**src/rtl/sprite_render_if.sv**
```systemverilog
// sprite_render_if: scan position, control, ROM and pixel-output signals of the sprite renderer.
// The DUT side uses the slave modport; the video/ROM side uses the master modport.
interface sprite_render_if;
    logic [9:0]  hcount;
    logic [9:0]  vcount;
    logic        video_on;
    logic        frame_tick;
    logic        move_en;
    logic [3:0]  rom_addr;
    logic [31:0] rom_data;
    logic [7:0]  rgb;
    logic        pix_valid;
    logic [9:0]  pos_x;
    logic [9:0]  pos_y;

    modport slave (
        input  hcount, vcount, video_on, frame_tick, move_en, rom_data,
        output rom_addr, rgb, pix_valid, pos_x, pos_y
    );

    modport master (
        output hcount, vcount, video_on, frame_tick, move_en, rom_data,
        input  rom_addr, rgb, pix_valid, pos_x, pos_y
    );
endinterface

```
**src/rtl/sprite_render.sv**
```systemverilog
// sprite_render: two-stage sprite pixel pipeline over a 16x32 row ROM plus a bouncing position.
// Define SPRITE_MIRROR_EN to add the `mirror` input, which flips the sprite horizontally.
module sprite_render #(
    parameter int unsigned SPR_W    = 32,
    parameter int unsigned SPR_H    = 16,
    parameter int unsigned H_ACT    = 640,
    parameter int unsigned V_ACT    = 480,
    parameter int unsigned STEP     = 1,
    parameter logic [7:0]  FG_COLOR = 8'hFF,
    parameter logic [7:0]  BG_COLOR = 8'h00
) (
    input  logic            clk,
    input  logic            rst,
`ifdef SPRITE_MIRROR_EN
    input  logic            mirror,
`endif
    sprite_render_if.slave  bus
);
    typedef enum logic {DIR_INC = 1'b0, DIR_DEC = 1'b1} dir_e;

    typedef struct packed {
        dir_e       dir;
        logic [9:0] pos;
    } axis_t;

    localparam logic [10:0] SPR_W11 = 11'(SPR_W);
    localparam logic [10:0] SPR_H11 = 11'(SPR_H);
    localparam logic [10:0] STEP11  = 11'(STEP);
    localparam logic [10:0] X_MAX   = 11'(H_ACT - SPR_W);
    localparam logic [10:0] Y_MAX   = 11'(V_ACT - SPR_H);
    localparam logic [4:0]  COL_MAX = 5'(SPR_W - 1);

    // One bounce step on a single axis; the edge is clamped and the direction reverses there.
    function automatic axis_t axis_next(input logic [9:0] pos, input dir_e dir,
                                        input logic [10:0] lim);
        axis_t      nxt;
        logic [10:0] pos11;
        pos11    = {1'b0, pos};
        nxt.pos  = pos;
        nxt.dir  = dir;
        case (dir)
            DIR_INC: begin
                if ((pos11 + STEP11) > lim) begin
                    nxt.pos = lim[9:0];
                    nxt.dir = DIR_DEC;
                end else begin
                    nxt.pos = 10'(pos11 + STEP11);
                    nxt.dir = DIR_INC;
                end
            end
            DIR_DEC: begin
                if (pos11 < STEP11) begin
                    nxt.pos = 10'd0;
                    nxt.dir = DIR_INC;
                end else begin
                    nxt.pos = 10'(pos11 - STEP11);
                    nxt.dir = DIR_DEC;
                end
            end
            default: begin
                nxt.pos = 10'd0;
                nxt.dir = DIR_INC;
            end
        endcase
        return nxt;
    endfunction

    // Stage 1 registers
    logic [3:0] rom_addr_q, rom_addr_d;
    logic       hit_q;
    logic [4:0] col_q;
    logic       von_q;
    // Stage 2 registers
    logic [7:0] rgb_q, rgb_d;
    logic       pix_valid_q;
    // Sprite position and direction
    logic [9:0] pos_x_q, pos_x_d;
    logic [9:0] pos_y_q, pos_y_d;
    dir_e       dir_x_q, dir_x_d;
    dir_e       dir_y_q, dir_y_d;

    logic [10:0] hc_s, vc_s, px_s, py_s;
    logic        hit_s;
    logic [3:0]  row_s;
    logic [4:0]  col_s;
    logic [4:0]  bit_idx_s;
    axis_t       ax_s, ay_s;

    assign hc_s = {1'b0, bus.hcount};
    assign vc_s = {1'b0, bus.vcount};
    assign px_s = {1'b0, pos_x_q};
    assign py_s = {1'b0, pos_y_q};

    // Stage 0: box hit test at 11 bits so pos+size never wraps, plus row/column offsets.
    always_comb begin
        hit_s = (hc_s >= px_s) && (hc_s < (px_s + SPR_W11)) &&
                (vc_s >= py_s) && (vc_s < (py_s + SPR_H11));
        row_s = bus.vcount[3:0] - pos_y_q[3:0];
`ifdef SPRITE_MIRROR_EN
        if (mirror) begin
            col_s = COL_MAX - (bus.hcount[4:0] - pos_x_q[4:0]);
        end else begin
            col_s = bus.hcount[4:0] - pos_x_q[4:0];
        end
`else
        col_s = bus.hcount[4:0] - pos_x_q[4:0];
`endif
    end

    // Next-state for the ROM address and the stage-2 colour; ROM rows are stored leftmost-pixel-in-MSB.
    always_comb begin
        rom_addr_d = rom_addr_q;
        rgb_d      = 8'h00;
        bit_idx_s  = COL_MAX - col_q;
        if (hit_s) begin
            rom_addr_d = row_s;
        end else begin
            rom_addr_d = rom_addr_q;
        end
        if (!von_q) begin
            rgb_d = 8'h00;
        end else if (hit_q && bus.rom_data[bit_idx_s]) begin
            rgb_d = FG_COLOR;
        end else begin
            rgb_d = BG_COLOR;
        end
    end

    // Position/direction next-state; stage 0 of a tick cycle still sees the old position.
    always_comb begin
        ax_s = '{dir: dir_x_q, pos: pos_x_q};
        ay_s = '{dir: dir_y_q, pos: pos_y_q};
        if (bus.frame_tick && bus.move_en) begin
            ax_s = axis_next(pos_x_q, dir_x_q, X_MAX);
            ay_s = axis_next(pos_y_q, dir_y_q, Y_MAX);
        end else begin
            ax_s = '{dir: dir_x_q, pos: pos_x_q};
            ay_s = '{dir: dir_y_q, pos: pos_y_q};
        end
        pos_x_d = ax_s.pos;
        dir_x_d = ax_s.dir;
        pos_y_d = ay_s.pos;
        dir_y_d = ay_s.dir;
    end

    // All state registers with synchronous reset.
    always_ff @(posedge clk) begin
        if (rst) begin
            rom_addr_q  <= 4'd0;
            hit_q       <= 1'b0;
            col_q       <= 5'd0;
            von_q       <= 1'b0;
            rgb_q       <= 8'h00;
            pix_valid_q <= 1'b0;
            pos_x_q     <= 10'd0;
            pos_y_q     <= 10'd0;
            dir_x_q     <= DIR_INC;
            dir_y_q     <= DIR_INC;
        end else begin
            rom_addr_q  <= rom_addr_d;
            hit_q       <= hit_s;
            col_q       <= col_s;
            von_q       <= bus.video_on;
            rgb_q       <= rgb_d;
            pix_valid_q <= von_q;
            pos_x_q     <= pos_x_d;
            pos_y_q     <= pos_y_d;
            dir_x_q     <= dir_x_d;
            dir_y_q     <= dir_y_d;
        end
    end

    assign bus.rom_addr  = rom_addr_q;
    assign bus.rgb       = rgb_q;
    assign bus.pix_valid = pix_valid_q;
    assign bus.pos_x     = pos_x_q;
    assign bus.pos_y     = pos_y_q;
endmodule

```
**src/flat_wrapper.sv**
```systemverilog
// flat-port wrapper written by rule: the top's interface ports become plain ports
module sprite_render_flat 
#(
    parameter int unsigned SPR_W    = 32,
    parameter int unsigned SPR_H    = 16,
    parameter int unsigned H_ACT    = 640,
    parameter int unsigned V_ACT    = 480,
    parameter int unsigned STEP     = 1,
    parameter logic [7:0]  FG_COLOR = 8'hFF,
    parameter logic [7:0]  BG_COLOR = 8'h00
)
  (clk, rst, bus_hcount, bus_vcount, bus_video_on, bus_frame_tick, bus_move_en, bus_rom_data, bus_rom_addr, bus_rgb, bus_pix_valid, bus_pos_x, bus_pos_y);
  sprite_render_if bus_i ();
  input  logic clk;
  input  logic rst;
  input wire logic [$bits(bus_i.hcount)-1:0] bus_hcount;
  input wire logic [$bits(bus_i.vcount)-1:0] bus_vcount;
  input wire logic [$bits(bus_i.video_on)-1:0] bus_video_on;
  input wire logic [$bits(bus_i.frame_tick)-1:0] bus_frame_tick;
  input wire logic [$bits(bus_i.move_en)-1:0] bus_move_en;
  input wire logic [$bits(bus_i.rom_data)-1:0] bus_rom_data;
  output wire logic [$bits(bus_i.rom_addr)-1:0] bus_rom_addr;
  output wire logic [$bits(bus_i.rgb)-1:0] bus_rgb;
  output wire logic [$bits(bus_i.pix_valid)-1:0] bus_pix_valid;
  output wire logic [$bits(bus_i.pos_x)-1:0] bus_pos_x;
  output wire logic [$bits(bus_i.pos_y)-1:0] bus_pos_y;
  assign bus_i.hcount = bus_hcount;
  assign bus_i.vcount = bus_vcount;
  assign bus_i.video_on = bus_video_on;
  assign bus_i.frame_tick = bus_frame_tick;
  assign bus_i.move_en = bus_move_en;
  assign bus_i.rom_data = bus_rom_data;
  assign bus_rom_addr = bus_i.rom_addr;
  assign bus_rgb = bus_i.rgb;
  assign bus_pix_valid = bus_i.pix_valid;
  assign bus_pos_x = bus_i.pos_x;
  assign bus_pos_y = bus_i.pos_y;
  sprite_render #(.SPR_W(SPR_W), .SPR_H(SPR_H), .H_ACT(H_ACT), .V_ACT(V_ACT), .STEP(STEP), .FG_COLOR(FG_COLOR), .BG_COLOR(BG_COLOR)) u_core (.clk(clk), .rst(rst), .bus(bus_i));
endmodule
```
**config.mk**
```make
export PLATFORM = sky130hd
export DESIGN_NAME = sprite_render_flat
export DESIGN_NICKNAME = d
export VERILOG_FILES = /design/src/rtl/sprite_render_if.sv /design/src/rtl/sprite_render.sv /design/src/flat_wrapper.sv
export SDC_FILE = /design/constraint.sdc
export NUM_CORES = 1
export LEC_CHECK = 0
export ABC_AREA = 1
export ABC_CLOCK_PERIOD_IN_PS = 2800
export CORE_MARGIN = 8
export CORE_UTILIZATION = 45
export DETAILED_ROUTE_END_ITERATION = 12
export GPL_TIMING_DRIVEN = 0
export PLACE_DENSITY_LB_ADDON = 0.05
export RECOVER_POWER = 100
export SYNTH_ARGS = -nofsm -noshare
export SYNTH_HDL_FRONTEND = slang
export SYNTH_SLANG_ARGS = --single-unit
export TNS_END_PERCENT = 5
```
**constraint.sdc**
```tcl
create_clock -name clk -period 2.8 [get_ports clk]
set_clock_uncertainty 0.05 [all_clocks]
set_input_delay 0.56 -clock clk [delete_from_list [all_inputs] [get_ports clk]]
set_output_delay 0.56 -clock clk [all_outputs]
set_load 0.01 [all_outputs]
```
==> impl_results.md, run 1 <==
- Library cell contributing the largest single delay on the critical path: dfxtp_1
- Tmin final: 2520 ps
- Final antenna diode count: 0
- Max-slew violations: 0
- Placed Area: 0.00472 mm²
- TritonCTS clock tree: yes
- Status: finished, final reports clean
- Bufs on Longest Clock Path: 2
- Worst Slack Setup Final: 285 ps
- H-tree levels: 2
- Sequential share of the synthesized area: 19.0%
- Number of enable-type register cells in the synthesized netlist: 0
- Worst-Skew Late Latency: 300 ps
- CTS sink cnt: 35
- Syn_area_per_cell: 6.31 µm²
- Area of the mapped netlist: 0.00370 mm²
- Buffer type at the clock tree root: clkbuf_8
- Path type of the worst min-delay path: reg2reg
- Lkg Pwr: 0.00222 µW
- Average wire per standard cell: 14.4 µm
- Largest driver fanout on the critical path: 9
- Final layout net count: 782
- Area of all placed cells without fillers: 0.00480 mm²
- First element of the critical path: u_core.bus.pos_x[5]
- WS Path Type: reg2reg
- Termination of the worst setup path: u_core.bus.rom_addr[1]
- RR Startpoint: u_core.bus.pos_x[5]
- Crit path cell chain: ha_1, nand3_1, xor2_1, ha_1, a21oi_1, nand2_1, nand2_1, nand2_1, nor2_2, nand3_4, nor2_1, nor2_1
- Core area: 0.00809 mm²
- Unrepaired setup endpoints after global routing: no
- Die Outline Area: 0.0114 mm²
- Synth Warn #: 0
- First-pass DRT Iterations: 5
- Ratio of cells with drive above 1 in the final layout: 6.73%
- Tcrit/Tclk final: 89.8%
- Global-route usage over all layers: 19.6%
- DIE HEIGHT: 107 µm
- End of the worst register-to-register path: u_core.bus.rom_addr[1]
- Avg Vias per Cell: 5.25
- Arrival time at the worst endpoint: 2660 ps
- Register bit total from synthesis: 35
- Clock-pin slew on the worst setup and hold paths: 90 ps
- Distinct cell type count after synthesis: 38
- DRC violations left: 0
- Required time worst endpoint: 2940 ps
- Instance count of the mapped netlist: 586
- Path depth of the worst reg2reg path: 12
- Register-to-register setup slack: 280 ps
- Number of global-route vias before repair: 3868
- Total number of placement rows: 33
- Post-synthesis net count: 686
- Antenna violations before repair: 0
- Global placement routability congestion: 0.920
- Power density of the placed cells: 320 mW/mm²
- Number of nets still failing antenna checks after routing: 0
- Delay contributed by the slowest stage of the critical path: 550 ps
- Global-route wire length before repair: 18500 µm
- Peak VDD IR: 0.198 mV
- Post-placement worst setup slack: 235 ps
- Post-route total power: 1540 µW
- Cell occurring most often along the worst timing path: nand2_1
- Max-cap violation count: 0
- Starting Density: 45.7%
- Number of buffers created by CTS: 5
- Count of buffers inserted at the top-level ports: 89
- Number of vias after detailed routing: 4135
- Final setup violating endpoints: 0
- Transition time at the pin with the least slew margin: 552 ps
- Total gr overflow: 0
- Achievable frequency: 398 MHz
- Maximum number of pins on one net before global-route repair: 13
- Startpoint kind of the worst setup timing path: register
- Worst slew margin: 63.2%
- Ys flop type: dfxtp_1
- Starting DRC count in detailed routing: 160
- Most frequent cells in the layout: nand2_1 (118), nor2_1 (82), inv_1 (66), clkdlybuf4s50_1 (53), o21ai_0 (46)
- Final sum of negative setup slack: 0 ps
- Wirelength, routed: 11400 µm
- # IOs: 90
- Most common cell after layout, fill and taps aside: nand2_1
- Layout overhead on the synthesized area: 29.8%
- Final hold violation count: 0
- Kind of end point of the critical path: register
- Half-perimeter wire length after detailed placement: 9290 µm
- Async SR Flop Fraction: 0%
- Width of the die: 107 µm
==> timing repair <==
item                       CTS  global route
hold buffers                 0             0
setup endpoints to repair    0             2
resized for setup            0             1
buffers inserted             0             0
==> power by group <==
part           switching (µW)  internal [µW]  leakage [µW]  total (µW)
combinational             323            267       0.00189         590
clock                     210            173     0.0000402         383
sequential               36.3            528      0.000287         564
total                     569            969       0.00222        1540
==> cell families after synthesis <==
group / share of synthesized area [%]
AOI/OAI and AO/OA: 16.6
and+or+nand+nor: 32.2
adders and majority gates: 15.0
DFF: 19.0
xor gates and xnor gates: 5.69
buffers and inverters: 11.5
==> worst min-delay path by stage <==
stage / start / endpoint / slack [ps] / depth (start not counted)
6_report: u_core.von_q / u_core.bus.pix_valid / 380 / 2
5_1_grt: u_core.von_q / u_core.bus.pix_valid / 390 / 2
4_1_cts: u_core.von_q / u_core.bus.pix_valid / 380 / 2
3_5_place_dp: u_core.von_q / u_core.bus.pix_valid / 370 / 2
3_3_place_gp: u_core.von_q / u_core.bus.pix_valid / 360 / 2
2_1_floorplan: u_core.von_q / u_core.bus.pix_valid / 350 / 2
==> per-stage QoR <==
step / utilization, % / cells / hold WS (ps)
global placement: 58.3 / 780 / 359
floorplan: - / 586 / 349
global route: 59.3 / 788 / 392
CTS: 59.4 / 788 / 383
detailed placement: 58.3 / 780 / 367
finish: 59.3 / 788 / 377
==> Yosys cell counts, drive strengths merged, types with 2 or more instances <==
| cell type | number | share of area (%) |
|---|---|---|
| clkinv | 2 | 0.20 |
| o22ai | 4 | 0.68 |
| ha | 41 | 14 |
| fa | 2 | 1.1 |
| a21oi | 42 | 5.7 |
| nand2 | 122 | 13 |
| a31oi | 3 | 0.51 |
| o221ai | 5 | 1.2 |
| nor2 | 88 | 9.6 |
| xnor2 | 7 | 1.7 |
| nand3 | 43 | 6.7 |
| o211ai | 3 | 0.61 |
| xor2 | 17 | 4.0 |
| clkbuf | 8 | 0.95 |
| inv | 73 | 7.4 |
| nor3 | 6 | 0.81 |
| buf | 16 | 3.0 |
| o21a | 4 | 0.81 |
| dfxtp | 35 | 19 |
| nand4 | 10 | 1.7 |
| o21ai | 48 | 6.5 |
==> state kept, by name, summed over array words and instances, names as in the netlist <==
signal / cells
u_core.bus.rom_addr: 4
u_core.dir_x_q: 1
u_core.bus.pos_y: 10
u_core.bus.rgb: 1
u_core.bus.pix_valid: 1
u_core.von_q: 1
u_core.bus.pos_x: 10
u_core.col_q: 5
u_core.dir_y_q: 1
u_core.hit_q: 1
==> critical path, delay by kind of cell, from the launching register on <==
family,cells,cell delay (ps)
DFF,1,550
xor gates and xnor gates,1,160
AOI/OAI and AO/OA,1,170
adders and majority gates,2,580
and+or+nand+nor,8,900
==> metal layers <==
layer  GRT usage, %  share of wire, %  vias to the layer above
met3           3.96               6.3                       17
met5              0                 0                        -
met2           35.2                50                      125
met1           22.9                42                     1881
li1               -                 -                     2112
met4           5.53               1.8                        0
==> final cells by class <==
class                   count  area, µm²
flip-flops and latches     35        702
multi-input cells         452       2560
well taps                 105        131
plain buffers              24        144
fillers                   843       3290
inverters                  75        282
repair buffers             89        891
clock inverters             3       20.0
clock buffers               5       68.8
(Power assumes the default switching activity.)
==> inputs of run 2 (changes only) <==
--- a/config.mk
+++ b/config.mk
@@ -9,10 +9,12 @@
 export ABC_CLOCK_PERIOD_IN_PS = 2800
 export CORE_MARGIN = 8
 export CORE_UTILIZATION = 45
+export CTS_BUF_LIST = sky130_fd_sc_hd__clkbuf_4
 export DETAILED_ROUTE_END_ITERATION = 12
 export GPL_TIMING_DRIVEN = 0
 export PLACE_DENSITY_LB_ADDON = 0.05
 export RECOVER_POWER = 100
+export SLEW_MARGIN = 10
 export SYNTH_ARGS = -nofsm -noshare
 export SYNTH_HDL_FRONTEND = slang
 export SYNTH_SLANG_ARGS = --single-unit
==> impl_results.md, run 2 (synthesis gave the netlist of run 1 again) <==
- First-pass DRT Iterations: 4 (was 5)
- Final hold violation count: 0 (unchanged)
- Unrepaired setup endpoints after global routing: no (unchanged)
- Starting Density: 45.7% (unchanged)
- Ratio of cells with drive above 1 in the final layout: 6.00% (was 6.73%)
- Post-route total power: 1440 µW (was 1540 µW)
- Tightest hold margin: 391 ps (was 377 ps)
- RR Startpoint: u_core.bus.pos_x[5] (unchanged)
- Core area: 0.00809 mm² (unchanged)
- Final antenna diode count: 0 (unchanged)
- Max-cap violation count: 0 (unchanged)
- # IOs: 90 (unchanged)
- Max-slew violations: 0 (unchanged)
- End of the worst register-to-register path: u_core.bus.rom_addr[1] (unchanged)
- DRC violations left: 0 (unchanged)
- Number of nets still failing antenna checks after routing: 0 (unchanged)
- Die Outline Area: 0.0114 mm² (unchanged)
- Transition time at the pin with the least slew margin: 544 ps (was 552 ps)
- Lkg Pwr: 0.00220 µW (was 0.00222 µW)
- Cell count after placement: 780 (unchanged)
- H-tree levels: 2 (unchanged)
- Total number of placement rows: 33 (unchanged)
- Cell occurring most often along the worst timing path: nand2_1 (unchanged)
- Arrival time at the worst endpoint: 2720 ps (was 2660 ps)
- Global-route usage over all layers: 19.5% (was 19.6%)
- Wirelength, routed: 11300 µm (was 11400 µm)
- Post-route insts no fill: 788 (unchanged)
- Most frequent cells in the layout: nand2_1 (119), nor2_1 (83), inv_1 (67), clkdlybuf4s50_1 (54), o21ai_0 (46) (was nand2_1 (118), nor2_1 (82), inv_1 (66), clkdlybuf4s50_1 (53), o21ai_0 (46))
- Path depth of the worst reg2reg path: 12 (unchanged)
- Average wire per standard cell: 14.3 µm (was 14.4 µm)
- DIE HEIGHT: 107 µm (unchanged)
- Buffer type at the clock tree root: clkbuf_4 (was clkbuf_8)
- Worst-Skew Late Latency: 360 ps (was 300 ps)
- Final sum of negative setup slack: 0 ps (unchanged)
- Crit path cell chain: ha_1, nand3_1, xor2_1, ha_1, a21oi_1, nand2_1, nand2_1, nand2_1, nor2_2, nand3_4, nor2_1, nor2_1 (unchanged)
- Worst slew margin: 63.7% (was 63.2%)
- Hold bufs inserted after CTS: 0 (unchanged)
- Total gr overflow: 0 (unchanged)
- Start point of the worst min-delay path: u_core.von_q (unchanged)
- Final layout net count: 782 (unchanged)
- Path type of the worst min-delay path: reg2reg (unchanged)
- Global placement routability congestion: 0.920 (unchanged)
- CTS sink cnt: 35 (unchanged)
- WS Path Type: reg2reg (unchanged)
- Register-to-register setup slack: 280 ps (about the same)
- Largest driver fanout on the critical path: 9 (unchanged)
- Global-route wire length before repair: 18500 µm (about the same)
- Setup Fix Bufs, Post-CTS: 0 (unchanged)
- TritonCTS clock tree: yes (unchanged)
- Count of buffers inserted at the top-level ports: 89 (unchanged)
- Number of global-route vias before repair: 3881 (was 3868)
- Bufs on Longest Clock Path: 2 (unchanged)
- Termination of the worst setup path: u_core.bus.rom_addr[1] (unchanged)
- Delay contributed by the slowest stage of the critical path: 560 ps (was 550 ps)
- Layout overhead on the synthesized area: 28.6% (was 29.8%)
- Width of the die: 107 µm (unchanged)
- Clock-pin slew on the worst setup and hold paths: 140 ps (was 90 ps)
- First element of the critical path: u_core.bus.pos_x[5] (unchanged)
- Tcrit/Tclk final: 90.1% (was 89.8%)
- Library cell contributing the largest single delay on the critical path: dfxtp_1 (unchanged)
- Kind of end point of the critical path: register (unchanged)
- Starting DRC count in detailed routing: 147 (was 160)
- Half-perimeter wire length after detailed placement: 9290 µm (unchanged)
- Most common cell after layout, fill and taps aside: nand2_1 (unchanged)
- Number of vias after detailed routing: 4149 (was 4135)
- Post-layout utilization of the core: 58.7% (was 59.3%)
- Maximum number of pins on one net before global-route repair: 13 (unchanged)
- Power density of the placed cells: 304 mW/mm² (was 320 mW/mm²)
- Final setup violating endpoints: 0 (unchanged)
- Peak VDD IR: 0.198 mV (about the same)
- Number of buffers created by CTS: 5 (unchanged)
- Antenna violations before repair: 0 (unchanged)
- Achievable frequency: 396 MHz (was 398 MHz)
- Avg Vias per Cell: 5.27 (was 5.25)
- Required time worst endpoint: 3000 ps (was 2940 ps)
- Status: finished, final reports clean (unchanged)
- Startpoint kind of the worst setup timing path: register (unchanged)
- Tmin final: 2520 ps (about the same)
==> run 2: worst max-delay path, delay by kind of cell (launching register included) <==
family,cells,cell delay (ps)
adders and majority gates,2,580
xor gates and xnor gates,1,160
and+or+nand+nor,8,900
AOI/OAI and AO/OA,1,170
DFF,1,560
==> run 2: worst min-delay path by stage <==
stage / cells after the start / to
after detailed placement: 2 / u_core.bus.pix_valid
after global placement: 2 / u_core.bus.pix_valid
final: 2 / u_core.bus.pix_valid
after floorplan: 2 / u_core.bus.pix_valid
after global routing: 2 / u_core.bus.pix_valid
after CTS: 2 / u_core.bus.pix_valid
==> run 2: cell type report <==
cell class / count / area, µm²
plain buffers: 24 / 140
clock buffers: 5 / 37.5
clock inverters: 3 / 20.0
fillers: 841 / 3340
inverters: 75 / 282
multi-input cells: 452 / 2550
flip-flops and latches: 35 / 702
well taps: 105 / 131
repair buffers: 89 / 891
==> run 2: per-layer routing <==
metal	share of wire, %	track usage [%]	up-vias	routed length [µm]
met3	6.4	3.78	18	722
met5	0	0	-	0
met1	41	22.8	1879	4690
met2	50	35.1	135	5680
li1	-	-	2117	-
met4	1.9	5.53	0	212
==> run 2: power by group <==
part / total [µW] / internal, µW / switching [µW] / leakage, µW
clock: 292 / 96.0 / 196 / 0.0000272
sequential: 564 / 528 / 35.9 / 0.000287
combinational: 587 / 266 / 321 / 0.00189
==> run 2: timing repair <==
action / 4_1_cts / 5_1_grt
resized for setup: 0 / 1
endpoints found under the hold margin: 0 / 0
endpoints found under the setup margin: 0 / 3
==> run 2: per-stage QoR <==
step / instance area (µm²) / setup WS (ps)
4_1_cts: 4780 / 243
2_1_floorplan: 3700 / 614
5_1_grt: 4750 / 12.5
3_5_place_dp: 4720 / 235
3_3_place_gp: 4720 / 241
6_report: 4750 / 277
